File: src/rtl/dma_pkg.sv
// Shared types for the multi-channel DMA engine.
// Contents:
//   iommu_op_t       - IOMMU operation codes (OP_XLATE, OP_READ, OP_WRITE)
//   dma_state_t      - engine FSM states
//   onehot8_to_idx() - binary index of a one-hot vector of up to 8 bits
package dma_pkg;

  typedef enum logic [1:0] {
    OP_XLATE = 2'd0,
    OP_READ  = 2'd1,
    OP_WRITE = 2'd2
  } iommu_op_t;

  typedef enum logic [2:0] {
    ST_ARB       = 3'd0,
    ST_SRC_XLATE = 3'd1,
    ST_SRC_READ  = 3'd2,
    ST_DST_XLATE = 3'd3,
    ST_DST_WRITE = 3'd4,
    ST_ADVANCE   = 3'd5
  } dma_state_t;

  // Channel count is capped at 8, so an 8-bit one-hot input covers every grant.
  function automatic logic [2:0] onehot8_to_idx(input logic [7:0] oh);
    logic [2:0] idx;
    idx = 3'd0;
    for (int i = 0; i < 8; i++) begin
      if (oh[i]) begin
        idx = 3'(i);
      end
    end
    return idx;
  endfunction

endpackage

File: src/rtl/dma_engine_mc_if.sv
// IOMMU request/response bus between the DMA engine and the IOMMU.
// Signals:
//   req   - operation request, held until ack
//   op    - OP_XLATE / OP_READ / OP_WRITE
//   addr  - virtual (XLATE) or physical (READ/WRITE) address
//   wdata - write data
//   ack   - operation complete (may come in the first cycle req is high)
//   rdata - translated address or read data, valid with ack
//   fault - translation fault, valid with ack on XLATE
// Modports: master (engine side), slave (IOMMU side).
interface dma_engine_mc_if #(
  parameter int ADDR_W = 32,
  parameter int DATA_W = 32
);
  import dma_pkg::*;

  logic              req;
  iommu_op_t         op;
  logic [ADDR_W-1:0] addr;
  logic [DATA_W-1:0] wdata;
  logic              ack;
  logic [DATA_W-1:0] rdata;
  logic              fault;

  modport master (output req, op, addr, wdata, input ack, rdata, fault);
  modport slave  (input req, op, addr, wdata, output ack, rdata, fault);

endinterface

File: src/rtl/dma_rr_arbiter.sv
// Round-robin arbiter for the DMA channels.
// Ports:
//   clk, reset - clock and synchronous active-high reset
//   req        - per-channel request vector
//   advance    - consume the current grant; priority moves past the winner
//   gnt        - one-hot grant (combinational from req and the pointer)
module dma_rr_arbiter #(
  parameter int N = 4
) (
  input  logic         clk,
  input  logic         reset,
  input  logic [N-1:0] req,
  input  logic         advance,
  output logic [N-1:0] gnt
);

  localparam int PW = (N > 1) ? $clog2(N) : 1;

  logic [PW-1:0] ptr_r;
  logic [PW-1:0] ptr_s;
  logic [PW-1:0] idx_v;
  logic          found_s;

  // Search from the pointer upward (wrapping) for the first requester.
  always_comb begin
    gnt     = '0;
    ptr_s   = ptr_r;
    found_s = 1'b0;
    idx_v   = '0;
    for (int i = 0; i < N; i++) begin
      idx_v = PW'((int'(ptr_r) + i) % N);
      if (!found_s && req[idx_v]) begin
        gnt[idx_v] = 1'b1;
        found_s    = 1'b1;
        ptr_s      = PW'((int'(idx_v) + 1) % N);
      end else begin
        found_s = found_s;
      end
    end
  end

  // Rotating priority pointer; moves only when a grant is consumed.
  always_ff @(posedge clk) begin
    if (reset) begin
      ptr_r <= '0;
    end else if (advance && found_s) begin
      ptr_r <= ptr_s;
    end else begin
      ptr_r <= ptr_r;
    end
  end

endmodule

File: src/rtl/dma_engine_mc.sv
// Multi-channel DMA engine. NUM_CH copy channels share one IOMMU port and
// interleave at beat granularity; each beat is XLATE(src), READ, XLATE(dst),
// WRITE, then ADVANCE updates the owning channel.
// Ports:
//   clk, reset              - clock, synchronous active-high reset
//   ch_src_addr/ch_dst_addr - per-channel virtual addresses, sampled on start
//   ch_size                 - per-channel byte count, sampled on start
//   ch_start, ch_abort      - per-channel start pulse / abort request
//   ch_busy, ch_done, ch_error - per-channel status (done/error sticky)
//   iommu                   - IOMMU bus, master side
module dma_engine_mc
  import dma_pkg::*;
#(
  parameter int NUM_CH = 4,
  parameter int ADDR_W = 32,
  parameter int DATA_W = 32
) (
  input  logic                           clk,
  input  logic                           reset,
  input  logic [NUM_CH-1:0][ADDR_W-1:0]  ch_src_addr,
  input  logic [NUM_CH-1:0][ADDR_W-1:0]  ch_dst_addr,
  input  logic [NUM_CH-1:0][ADDR_W-1:0]  ch_size,
  input  logic [NUM_CH-1:0]              ch_start,
  input  logic [NUM_CH-1:0]              ch_abort,
  output logic [NUM_CH-1:0]              ch_busy,
  output logic [NUM_CH-1:0]              ch_done,
  output logic [NUM_CH-1:0]              ch_error,
  dma_engine_mc_if.master                iommu
);

  localparam int                BEAT_BYTES = DATA_W / 8;
  localparam int                CH_W       = (NUM_CH > 1) ? $clog2(NUM_CH) : 1;
  localparam logic [ADDR_W-1:0] BEAT_INC   = ADDR_W'(BEAT_BYTES);

  // Remaining-byte decrement that stops at zero (final partial beat).
  function automatic logic [ADDR_W-1:0] sat_dec(input logic [ADDR_W-1:0] r);
    if (r > BEAT_INC) begin
      return r - BEAT_INC;
    end else begin
      return '0;
    end
  endfunction

  // Per-channel state
  logic [ADDR_W-1:0] src_r [NUM_CH];
  logic [ADDR_W-1:0] dst_r [NUM_CH];
  logic [ADDR_W-1:0] rem_r [NUM_CH];
  logic [NUM_CH-1:0] busy_r, done_r, error_r, abort_pend_r;

  // Engine state
  dma_state_t        state_r, state_s;
  logic [CH_W-1:0]   cur_r, cur_s;
  logic [ADDR_W-1:0] paddr_r, paddr_s;
  logic              fault_r, fault_s;
  logic              req_r, req_s;
  iommu_op_t         op_r, op_s;
  logic [ADDR_W-1:0] addr_r, addr_s;
  logic [DATA_W-1:0] wdata_r, wdata_s;

  logic [NUM_CH-1:0] arb_req_s, gnt_s;
  logic [CH_W-1:0]   gnt_idx_s;
  logic              arb_adv_s;
  logic              ack_s;
  logic [ADDR_W-1:0] phys_s;

  // Aborting channels (pending or requested this cycle) never compete.
  assign arb_req_s = busy_r & ~abort_pend_r & ~ch_abort;
  assign arb_adv_s = (state_r == ST_ARB) && (|arb_req_s);
  assign gnt_idx_s = CH_W'(onehot8_to_idx(8'(gnt_s)));
  assign ack_s     = req_r & iommu.ack;
  assign phys_s    = ADDR_W'(iommu.rdata);

  dma_rr_arbiter #(.N(NUM_CH)) u_arb (
    .clk     (clk),
    .reset   (reset),
    .req     (arb_req_s),
    .advance (arb_adv_s),
    .gnt     (gnt_s)
  );

  // Next-state and next-output logic. Bus outputs are registered: each
  // transition loads the op/address of the state being entered, so req
  // stays high back-to-back across the four operations of a beat.
  always_comb begin
    state_s = state_r;
    cur_s   = cur_r;
    paddr_s = paddr_r;
    fault_s = fault_r;
    req_s   = req_r;
    op_s    = op_r;
    addr_s  = addr_r;
    wdata_s = wdata_r;
    case (state_r)
      ST_ARB: begin
        if (|arb_req_s) begin
          state_s = ST_SRC_XLATE;
          cur_s   = gnt_idx_s;
          fault_s = 1'b0;
          req_s   = 1'b1;
          op_s    = OP_XLATE;
          addr_s  = src_r[gnt_idx_s];
        end else begin
          req_s = 1'b0;
        end
      end
      ST_SRC_XLATE: begin
        if (ack_s) begin
          if (iommu.fault) begin
            state_s = ST_ADVANCE;
            fault_s = 1'b1;
            req_s   = 1'b0;
          end else begin
            state_s = ST_SRC_READ;
            paddr_s = phys_s;
            op_s    = OP_READ;
            addr_s  = phys_s;
          end
        end else begin
          state_s = state_r;
        end
      end
      ST_SRC_READ: begin
        if (ack_s) begin
          state_s = ST_DST_XLATE;
          wdata_s = iommu.rdata;
          op_s    = OP_XLATE;
          addr_s  = dst_r[cur_r];
        end else begin
          state_s = state_r;
        end
      end
      ST_DST_XLATE: begin
        if (ack_s) begin
          if (iommu.fault) begin
            state_s = ST_ADVANCE;
            fault_s = 1'b1;
            req_s   = 1'b0;
          end else begin
            state_s = ST_DST_WRITE;
            paddr_s = phys_s;
            op_s    = OP_WRITE;
            addr_s  = phys_s;
          end
        end else begin
          state_s = state_r;
        end
      end
      ST_DST_WRITE: begin
        if (ack_s) begin
          state_s = ST_ADVANCE;
          req_s   = 1'b0;
        end else begin
          state_s = state_r;
        end
      end
      ST_ADVANCE: begin
        state_s = ST_ARB;
      end
      default: begin
        state_s = ST_ARB;
        req_s   = 1'b0;
      end
    endcase
  end

  // Engine state and registered IOMMU outputs.
  always_ff @(posedge clk) begin
    if (reset) begin
      state_r <= ST_ARB;
      cur_r   <= '0;
      paddr_r <= '0;
      fault_r <= 1'b0;
      req_r   <= 1'b0;
      op_r    <= OP_XLATE;
      addr_r  <= '0;
      wdata_r <= '0;
    end else begin
      state_r <= state_s;
      cur_r   <= cur_s;
      paddr_r <= paddr_s;
      fault_r <= fault_s;
      req_r   <= req_s;
      op_r    <= op_s;
      addr_r  <= addr_s;
      wdata_r <= wdata_s;
    end
  end

  // Per-channel registers: start, beat advance/retire, and abort handling.
  // An abort on the channel that owns the engine is parked until ADVANCE so
  // the beat in flight finishes cleanly.
  always_ff @(posedge clk) begin
    if (reset) begin
      busy_r       <= '0;
      done_r       <= '0;
      error_r      <= '0;
      abort_pend_r <= '0;
      for (int c = 0; c < NUM_CH; c++) begin
        src_r[c] <= '0;
        dst_r[c] <= '0;
        rem_r[c] <= '0;
      end
    end else begin
      for (int c = 0; c < NUM_CH; c++) begin
        if (ch_start[c] && !busy_r[c]) begin
          src_r[c]        <= ch_src_addr[c];
          dst_r[c]        <= ch_dst_addr[c];
          rem_r[c]        <= ch_size[c];
          busy_r[c]       <= (ch_size[c] != '0);
          done_r[c]       <= (ch_size[c] == '0);
          error_r[c]      <= 1'b0;
          abort_pend_r[c] <= 1'b0;
        end else if ((state_r == ST_ADVANCE) && (cur_r == CH_W'(c))) begin
          if (fault_r) begin
            busy_r[c]       <= 1'b0;
            done_r[c]       <= 1'b1;
            error_r[c]      <= 1'b1;
            abort_pend_r[c] <= 1'b0;
          end else begin
            src_r[c] <= src_r[c] + BEAT_INC;
            dst_r[c] <= dst_r[c] + BEAT_INC;
            rem_r[c] <= sat_dec(rem_r[c]);
            if ((sat_dec(rem_r[c]) == '0) || abort_pend_r[c] || ch_abort[c]) begin
              busy_r[c]       <= 1'b0;
              done_r[c]       <= 1'b1;
              error_r[c]      <= 1'b0;
              abort_pend_r[c] <= 1'b0;
            end else begin
              busy_r[c] <= busy_r[c];
            end
          end
        end else if (ch_abort[c]) begin
          if ((state_r != ST_ARB) && (cur_r == CH_W'(c))) begin
            abort_pend_r[c] <= 1'b1;
          end else begin
            busy_r[c]       <= 1'b0;
            done_r[c]       <= 1'b1;
            error_r[c]      <= 1'b0;
            abort_pend_r[c] <= 1'b0;
          end
        end else begin
          busy_r[c] <= busy_r[c];
        end
      end
    end
  end

  assign ch_busy     = busy_r;
  assign ch_done     = done_r;
  assign ch_error    = error_r;
  assign iommu.req   = req_r;
  assign iommu.op    = op_r;
  assign iommu.addr  = addr_r;
  assign iommu.wdata = wdata_r;

endmodule

File: src/flat_wrapper.sv
// flat-port wrapper written by rule: the top's interface ports become plain ports
module dma_engine_mc_flat import dma_pkg::*;
#(
  parameter int NUM_CH = 4,
  parameter int ADDR_W = 32,
  parameter int DATA_W = 32
)
  (clk, reset, ch_src_addr, ch_dst_addr, ch_size, ch_start, ch_abort, ch_busy, ch_done, ch_error, iommu_req, iommu_op, iommu_addr, iommu_wdata, iommu_ack, iommu_rdata, iommu_fault);
  dma_engine_mc_if #(.ADDR_W(ADDR_W), .DATA_W(DATA_W)) iommu_i ();
  input  logic clk;
  input  logic reset;
  input  logic [NUM_CH-1:0][ADDR_W-1:0] ch_src_addr;
  input  logic [NUM_CH-1:0][ADDR_W-1:0] ch_dst_addr;
  input  logic [NUM_CH-1:0][ADDR_W-1:0] ch_size;
  input  logic [NUM_CH-1:0] ch_start;
  input  logic [NUM_CH-1:0] ch_abort;
  output logic [NUM_CH-1:0] ch_busy;
  output logic [NUM_CH-1:0] ch_done;
  output logic [NUM_CH-1:0] ch_error;
  output wire logic [$bits(iommu_i.req)-1:0] iommu_req;
  output wire logic [$bits(iommu_i.op)-1:0] iommu_op;
  output wire logic [$bits(iommu_i.addr)-1:0] iommu_addr;
  output wire logic [$bits(iommu_i.wdata)-1:0] iommu_wdata;
  input wire logic [$bits(iommu_i.ack)-1:0] iommu_ack;
  input wire logic [$bits(iommu_i.rdata)-1:0] iommu_rdata;
  input wire logic [$bits(iommu_i.fault)-1:0] iommu_fault;
  assign iommu_req = iommu_i.req;
  assign iommu_op = iommu_i.op;
  assign iommu_addr = iommu_i.addr;
  assign iommu_wdata = iommu_i.wdata;
  assign iommu_i.ack = iommu_ack;
  assign iommu_i.rdata = iommu_rdata;
  assign iommu_i.fault = iommu_fault;
  dma_engine_mc #(.NUM_CH(NUM_CH), .ADDR_W(ADDR_W), .DATA_W(DATA_W)) u_core (.clk(clk), .reset(reset), .ch_src_addr(ch_src_addr), .ch_dst_addr(ch_dst_addr), .ch_size(ch_size), .ch_start(ch_start), .ch_abort(ch_abort), .ch_busy(ch_busy), .ch_done(ch_done), .ch_error(ch_error), .iommu(iommu_i));
endmodule
File: config.mk
export PLATFORM = sky130hd
export DESIGN_NAME = dma_engine_mc_flat
export DESIGN_NICKNAME = d
export VERILOG_FILES = /design/src/rtl/dma_pkg.sv /design/src/rtl/dma_engine_mc_if.sv /design/src/rtl/dma_rr_arbiter.sv /design/src/rtl/dma_engine_mc.sv /design/src/flat_wrapper.sv
export SDC_FILE = /design/constraint.sdc
export NUM_CORES = 1
export LEC_CHECK = 0
export CAP_MARGIN = 20
export CORE_ASPECT_RATIO = 1.1
export CORE_MARGIN = 2
export CORE_UTILIZATION = 25
export CTS_BUF_LIST = sky130_fd_sc_hd__clkbuf_16
export CTS_CLUSTER_SIZE = 10
export DETAILED_ROUTE_END_ITERATION = 16
export GPL_TIMING_DRIVEN = 1
export PLACE_DENSITY = 0.56
export SLEW_MARGIN = 30
export SYNTH_ARGS = -nofsm -noshare
export SYNTH_HDL_FRONTEND = slang
export SYNTH_HIERARCHICAL = 1
export SYNTH_SLANG_ARGS = --single-unit
File: constraint.sdc
create_clock -name clk -period 13.25 [get_ports clk]
set_input_delay 1.9875 -clock clk [delete_from_list [all_inputs] [get_ports clk]]
set_output_delay 1.9875 -clock clk [all_outputs]
set_load 0.1 [all_outputs]
---- Yosys cells after proc, flatten, opt, wreduce, memory -nomap -nowiden ----
Memory sizes are Yosys's and may differ from the RTL's. A register that Yosys moved wholly into a read port is not among the register bits.
Cells that the tools add are included.
word-level totals
  memories ................................ 3
  output and inout port bits .............. 79
  logic and storage cells ................. 419
  bits of input ports ..................... 428
  memory bits (writable) .................. 384
  flip-flop bits (word level) ............. 91
memories
  memory        depth  width  read ports  clocked after memory_dff  wr ports  RTL line             RTL
  u_core.dst_r  4      32     5           1                         4         dma_engine_mc.sv:46  logic [ADDR_W-1:0] dst_r [NUM_CH];
  u_core.rem_r  4      32     4           0                         4         dma_engine_mc.sv:47  logic [ADDR_W-1:0] rem_r [NUM_CH];
  u_core.src_r  4      32     5           0                         4         dma_engine_mc.sv:45  logic [ADDR_W-1:0] src_r [NUM_CH];
cells by class
  $add $sub $neg .......................... 18
  bitwise operators ....................... 33
  reductions and logical operators ........ 90
  magnitude comparators ................... 12
  equal/unequal tests ..................... 34
  muxes and demuxes ....................... 205
operator list
  cell                   number
  $mux 32                48
  $add 32x3->32 const B  8
  $logic_not 32->1       8
  $gt 32x3->1 const B    4
  $reduce_bool 32->1     4
  $sub 32x3->32 const B  4
  $mux 1                 120
  $pmux 32 s3            1
  $mux 2                 14
  $or 1x1->1             24
  $reduce_and 3->1       8
  $logic_and 1x1->1      21
  $ne 2x1->1 const B     10
  $mux 3                 6
  $reduce_bool 3->1      6
  $mux 4                 4
  $ne 4x2->1 const B     4
  $pmux 3 s5             1
  $reduce_and 2->1       7
  $lt 2x3->1 const B     4
  $ne 3x1->1 const B     4
  $ne 3x2->1 const B     4
  $or 4x4->4             3
  $reduce_or 2->1        6
  28 further kinds       69

---- Depth between registers and ports, before layout ----
Gate-level depths: netlist (run 1).
An unclocked memory read counts as a cell.
  word-level depth ........................ 21
  gate-level depth with buffers ........... 16

---- Cells and area by module ----
Netlist (run 1), hierarchy kept.
by module, submodules not included
  module          area each (um^2)  times used  seq. area each (um^2)  cells each
  dma_engine_mc   28591.2           1           13352.8                3158
  dma_rr_arbiter  483.0             1           40.0                   47

---- Worst setup path after synthesis (run 1) ----
No wires, ideal clock.
  path type ............................... reg-to-reg
  start point ............................. register u_core.state_r[1]
  end point ............................... memory u_core.dst_r[1][10] (enable)
  data required time ...................... 12580 ps
  slack ................................... 5338 ps
  library setup time ...................... 670 ps
  arrival ................................. 7242 ps
  cell stages (with the launch flop) ...... 4
  path through ............................ dfxtp_1 -> and3b_1 -> nand3b_1 -> o21ai_0
RTL lines
  item                    RTL line              RTL
  start, declared         dma_engine_mc.sv:51   dma_state_t state_r, state_s;
  start signal, assigned  dma_engine_mc.sv:178  state_r <= state_s;
  end, declared           dma_engine_mc.sv:46

---- Final worst setup path (run 1) ----
  start point ............................. input ch_abort[3]
  end point ............................... register u_core.addr_r[26] (netlist: u_core/iommu.addr[26])
between the ends
  cells in the longest elaborated chain, start to end .. 20
ends and longest elaborated chain
  item                           RTL line              RTL
  start, declared                flat_wrapper.sv:16    input logic [NUM_CH-1:0] ch_abort;
  $not 4->4 (*)                  dma_engine_mc.sv:67   assign arb_req_s = busy_r & ~abort_pend_r & ~ch_abort;
  $and 4x4->4 (*)                dma_engine_mc.sv:67
  named net u_core.arb_req_s[3]  dma_engine_mc.sv:60   logic [NUM_CH-1:0] arb_req_s, gnt_s;
  $bmux 1 s2                     dma_rr_arbiter.sv:32  if (!found_s && req[idx_v]) begin
  $mux 1 (not written as such)   dma_rr_arbiter.sv:32
  $mux 1                         dma_rr_arbiter.sv:32
  $logic_not 1->1                dma_rr_arbiter.sv:32
  $logic_and 1x1->1              dma_rr_arbiter.sv:32
  [... 5 more ...]               -
  $logic_and 1x1->1              dma_rr_arbiter.sv:32
  $mux 4 (*)                     dma_rr_arbiter.sv:32
  named net u_core.gnt_s[1]      dma_engine_mc.sv:60
  $mux 1 (*)                     dma_pkg.sv:28         if (oh[i]) begin
  $mux 2 (*) (2 in a row)        dma_pkg.sv:28
  $mem_v2 4x32 (*)               -
  $mux 32 (*)                    dma_engine_mc.sv:95   if (|arb_req_s) begin
  $pmux 32 s3 (*)                dma_engine_mc.sv:93   case (state_r)
  end signal, assigned           dma_engine_mc.sv:184  addr_r <= addr_s;
  end, declared                  dma_engine_mc.sv:57   logic [ADDR_W-1:0] addr_r, addr_s;
The timed path passes the listed nets; every way through them passes the cells marked *. The select of a mux whose other input is x is not followed.
A chain may end at the register's enable or synchronous reset.

==> flow_summary.json, run 1 <==
{
  "slew_headroom_pct": 29.9,
  "io_pins": 507,
  "p_int_mw": 2.97,
  "cts_tree": "yes",
  "setup_viol": 0,
  "fin_tns_setup_ns": 0,
  "syn_nets": 3651,
  "netSwitchingPower_mw": 1.41,
  "cp_max_fo": 33,
  "pwr-share-comb_pct": 20.1,
  "initial_utilization_pct": 25.1,
  "grt_pass1_wl_um": 182000,
  "die_area_mm2": 0.119,
  "hold_viol_final": 0,
  "leakagePower_nw": 12.4,
  "finalCritPeriodShare_pct": 39.3,
  "crit_buf_inv": 2,
  "cpMostUsedCell": "a21oi_1",
  "post_cts_resized": 0,
  "rsz0062_at_grt": "no",
  "crit_path_start_kind": "input pin",
  "cp_cell_sequence": "clkdlybuf4s50_1 -> nor3b_1 -> mux4_1 -> a22oi_1 -> o21ai_4 -> buf_4 -> mux2i_1 -> nor2_1 -> a211oi_1 -> a21oi_1 -> o221ai_1 -> a21oi_1",
  "grt-ovfl-total": 0,
  "max_freq_ghz": 0.192,
  "die_h_um": 362,
  "layout.nets": 4087,
  "crit_family": "buffers and inverters",
  "insertion_delay_ns": 0.67,
  "root_buffer": "clkbuf_16",
  "cp-end-kind": "register",
  "dp_hpwl_um": 100000,
  "drt_iter0_drc": 2626,
  "fp.dieW_um": 329,
  "place_congestion": 0.924,
  "cts.sinks": 477,
  "pwr-share-seq_pct": 44.4,
  "p_sw_share_pct": 32.2,
  "design_area_mm2": 0.0376,
  "ir_drop_mv": 0.101,
  "grt_usage_pct": 20.8,
  "fp-row-count": 131,
  "num_vias": 27100,
  "placed_area_mm2": 0.0357,
  "netlist_instances": 3202,
  "postSynthAreaPerCell_um2": 9.07,
  "htreeDepth": 2,
  "syn_area_mm2": 0.0291,
  "drive_gt1_share_pct": 5.72,
  "worst_pin_slew_ns": 1.05,
  "cp_slowest_stage_delay_ns": 0.72,
  "core-area_mm2": 0.116,
  "routed_wirelength_um": 129000,
  "path_class": "in2reg",
  "antenna_found_initial": 26,
  "finalCriticalPeriod_ns": 5.21,
  "pwr-share-clk_pct": 35.5,
  "slowest_stage": "nor3b_1",
  "wl_per_cell_um": 24.6,
  "powerDensity_mw_per_mm2": 117,
  "cts_buffers": 61,
  "ys.warnings.count": 6,
  "clkTransAtPathRegs_ns": 0.06,
  "fin_skew_ns": 0.0236,
  "antenna_left": 0,
  "cap_violations": 0,
  "area_delta_synth_final_pct": 29.4,
  "cp.required_ns": 13.74,
  "portBuffers": 506,
  "drc": 0,
  "clk_path_buf_depth": 3,
  "holdBufCountCts": 0,
  "via_per_inst": 5.18,
  "grt_pass1_vias": 26000,
  "grt_max_degree": 73,
  "post-cts-setup-buffer-count": 0,
  "critPathArrivalTime_ns": 5.70,
  "hold_path_class": "reg2reg",
  "drv_slew": 0,
  "status": "finished clean",
  "dr.pass1.iters": 6
}
[worst register-to-register path: stages (launching register included)]
cell,delay [ns]
dfxtp_1,0.54
inv_1,0.14
ha_1,0.39
mux4_1,0.79
nor4b_4,0.39
a22oi_1,0.17
o21ai_4,0.08
buf_4,0.49
mux2i_1,0.31
nor2_1,0.06
a211oi_1,0.26
a21oi_1,0.07
o221ai_1,0.20
a21oi_1,0.08
[layer usage]
layer | vias up | routed length (um) | track usage [%]
li1 | 12500 | - | -
met1 | 13200 | 53500 | 26.8
met2 | 1174 | 60000 | 33.9
met3 | 199 | 9170 | 3.29
met4 | 16 | 6100 | 9.90
met5 | - | 103 | 0
[area by class of cell]
| class | instances | area, um^2 |
|---|---|---|
| timing repair buffer | 545 | 5330 |
| tap | 1529 | 1910 |
| multi-input combinational | 2481 | 14800 |
| inverter | 72 | 270 |
| antenna | 12 | 30.0 |
| fill | 12100 | 78000 |
| sequential | 477 | 13400 |
| clock buffer | 63 | 1580 |
| clock inverter | 52 | 240 |
[power groups by stage]
stage	registers [mW]	clock network, mW	logic [mW]
after detailed placement	1.97	0	0.876
final	1.95	1.56	0.882
after global routing	1.95	1.65	0.947
after global placement	1.97	0	0.876
after CTS	1.94	1.59	0.880
after floorplan	2.01	0	0.420
[flip-flops by register name, summed over array words and instances, names as in the netlist, 32 cells and up, named ones only]
signal / cells
u_core/dst_r: 128
u_core/src_r: 128
u_core/iommu.wdata: 32
u_core/rem_r: 128
u_core/iommu.addr: 32
[metrics by stage]
| step | util, % | hold slack (ns) | setup WS (ns) | std cells | power, mW |
|---|---|---|---|---|---|
| global route | 32.5 | 0.468 | 7.83 | 5228 | 4.55 |
| floorplan | - | 0.451 | 5.34 | 3202 | 2.43 |
| global placement | 30.9 | 0.442 | 7.66 | 5101 | 2.84 |
| finish | 32.5 | 0.452 | 8.04 | 5231 | 4.39 |
| CTS | 32.5 | 0.454 | 8.22 | 5218 | 4.41 |
| detailed placement | 30.9 | 0.446 | 7.53 | 5103 | 2.84 |
[placed cells by master (no fill, tap or decap), drive strengths merged, types with 10 or more instances in the layout]
cell	instances
a21oi	148
a22o	15
and2	19
and3	60
and4	19
buf	56
clkbuf	63
clkdlybuf4s50	489
clkinv	22
dfxtp	93
diode	12
edfxtp	384
ha	21
inv	100
mux2i	34
mux4	36
nand2	615
nand2b	11
nand3	116
nand3b	10
nand4	69
nor2	200
nor2b	19
nor3	79
nor3b	13
nor4	79
nor4b	10
o21ai	406
o221ai	33
or3	16
or4	23
xnor2	131
xor2	186
[path summary, 6_finish.rpt]
check                               from                      to  slack (ns)  depth (start not counted)
hold reg to reg   u_core/iommu.wdata[19]  u_core/iommu.wdata[19]        0.45                          2
setup reg to reg   u_core/u_arb/ptr_r[0]   u_core/iommu.addr[26]        9.12                         13
setup / recovery             ch_abort[3]   u_core/iommu.addr[26]        8.04                         12
hold / removal    u_core/iommu.wdata[19]  u_core/iommu.wdata[19]        0.45                          2
(Power assumes the default switching activity.)
==> run 2: changes to the inputs <==
Clock period 13.25 ns to 4.9 ns, I/O delays scaled along.
==> run 2 against run 1 <==
Effect of this change: non-clock buffer count is 16 higher; die area stayed put; design area is 0.31% higher; flip-flop and latch count stayed put; register-to-register slack worse by 8.5 ns; critical endpoint is now u_core/iommu.addr[4]; largest cell class unchanged; largest power group unchanged.
==> flow_summary.json, run 2 (synthesized netlist as in run 1, its figures left out) <==
{
  "status": "finished clean",
  "via_per_inst": 5.17,
  "reg2reg_depth": 13,
  "crit_buf_inv": 2,
  "wl_per_cell_um": 24.5,
  "area_delta_synth_final_pct": 29.8,
  "finalCriticalPeriod_ns": 4.27,
  "cp.required_ns": 5.40,
  "insertion_delay_ns": 0.68,
  "root_buffer": "clkbuf_16",
  "initial_utilization_pct": 25.1,
  "final_cell_mix": "nand2_1 (615), clkdlybuf4s50_1 (477), o21ai_0 (393)",
  "crit_family": "compound AO/OA/AOI/OAI gates",
  "cts_tree": "yes",
  "grt-ovfl-total": 0,
  "die_h_um": 362,
  "hold_path_class": "reg2reg",
  "cp_max_fo": 21,
  "slowest_stage": "mux4_1",
  "hold_viol_final": 0,
  "final_common_cell": "nand2_1",
  "crit_cells": 13,
  "multiInputGateArea_mm2": 0.0148,
  "register_area_mm2": 0.0134,
  "reg.largest.list": "u_core/dst_r: 128 flops, u_core/rem_r: 128 flops, u_core/src_r: 128 flops",
  "post_cts_resized": 0,
  "grt_pass1_wl_um": 182000,
  "holdBufCountCts": 0,
  "grt_pass1_vias": 25800,
  "setup_viol": 0,
  "portBuffers": 506,
  "rr_startpoint": "u_core/u_arb/ptr_r[0]",
  "powerDensity_mw_per_mm2": 312,
  "die_area_mm2": 0.119,
  "worst_pin_slew_ns": 1.00,
  "crit_path_start_kind": "register",
  "drc": 0,
  "fin_util_pct": 32.6,
  "drive_gt1_share_pct": 6.32,
  "fp-row-count": 131,
  "holdWs_ns": 0.456,
  "cp_slowest_stage_delay_ns": 0.79,
  "cpMostUsedCell": "a21oi_1",
  "fin_skew_ns": 0.0280,
  "slew_headroom_pct": 33.0,
  "antenna_left": 0,
  "clkTransAtPathRegs_ns": 0.07,
  "path_class": "reg2reg",
  "leakagePower_nw": 12.5,
  "rsz0062_at_grt": "no",
  "r2r_setup_slack_ns": 0.63,
  "ir_drop_mv": 0.270,
  "core-area_mm2": 0.116,
  "clk_path_buf_depth": 3,
  "antenna_found_initial": 32,
  "critPathArrivalTime_ns": 4.77,
  "cp-startpoint": "u_core/u_arb/ptr_r[0]",
  "place_congestion": 0.931,
  "cts_buffers": 59,
  "grt_max_degree": 82,
  "cp_cell_sequence": "inv_1 -> ha_1 -> mux4_1 -> nor2b_4 -> a22oi_1 -> o21ai_4 -> buf_4 -> mux2i_1 -> nor2_1 -> a21oi_1 -> o21ai_0 -> o221ai_1 -> a21oi_1",
  "final.fill_count": 12000,
  "dr.pass1.iters": 6,
  "layout.nets": 4101,
  "routed_wirelength_um": 128000,
  "drt_iter0_drc": 2529,
  "htreeDepth": 2,
  "cp-end-kind": "register",
  "max_freq_ghz": 0.234,
  "fp.dieW_um": 329,
  "cts.sinks": 477,
  "num_vias": 27100,
  "p_total_mw": 11.8,
  "crit_path_end": "u_core/iommu.addr[4]",
  "dp_hpwl_um": 101000,
  "drv_slew": 0,
  "post-cts-setup-buffer-count": 0,
  "grt_usage_pct": 20.8,
  "cap_violations": 0,
  "io_pins": 507,
  "r2r_end": "u_core/iommu.addr[4]",
  "finalCritPeriodShare_pct": 87.1
}
run 2: worst min-delay path by stage:
stage / start / to / slack, ns / depth (start not counted)
final: u_core/iommu.wdata[23] / u_core/iommu.wdata[23] / 0.46 / 2
after detailed placement: u_core/iommu.wdata[25] / u_core/iommu.wdata[25] / 0.45 / 2
after CTS: reset / u_core/ch_busy[1] / 0.44 / 2
after floorplan: u_core/abort_pend_r[2] / u_core/abort_pend_r[2] / 0.45 / 2
after global placement: u_core/iommu.wdata[24] / u_core/iommu.wdata[24] / 0.44 / 2
after global routing: reset / u_core/ch_busy[1] / 0.47 / 2
run 2: through the flow:
stage | instances | setup TNS (ns) | instance area [um^2] | setup WS [ns]
6_report | 5246 | 0 | 37700 | 0.634
5_1_grt | 5241 | 0 | 37700 | 0.357
4_1_cts | 5230 | 0 | 37700 | 0.678
3_5_place_dp | 5119 | 0 | 35900 | 0.221
3_3_place_gp | 5116 | 0 | 35900 | 0.293
2_1_floorplan | 3202 | -91.83 | 29100 | -0.499
run 2: power by group:
| group | switching (mW) | internal [mW] |
|---|---|---|
| sequential | 0.499 | 4.75 |
| clock | 1.85 | 2.26 |
| combinational | 1.45 | 0.963 |
| total | 3.80 | 7.98 |
run 2: area by class of cell:
type | instances | share of cell area, %
timing repair buffer | 561 | 14.6
multi-input combinational | 2481 | 39.4
antenna | 15 | 0.0995
clock inverter | 52 | 0.717
clock buffer | 59 | 3.92
inverter | 72 | 0.717
tap | 1529 | 5.07
sequential | 477 | 35.5
run 2: per-layer routing:
layer / track usage, % / up-vias / share of wire, %
met5: 0 / - / 0.11
met4: 9.34 / 22 / 4.6
met3: 4.17 / 222 / 7.7
met2: 34.0 / 1095 / 47
met1: 26.3 / 13200 / 41
li1: - / 12600 / -
run 2: worst min-delay path, stage by stage (launching register included):
cell and delay [ns]:
dfxtp_1 0.31, nand2_1 0.05, a21oi_1 0.05
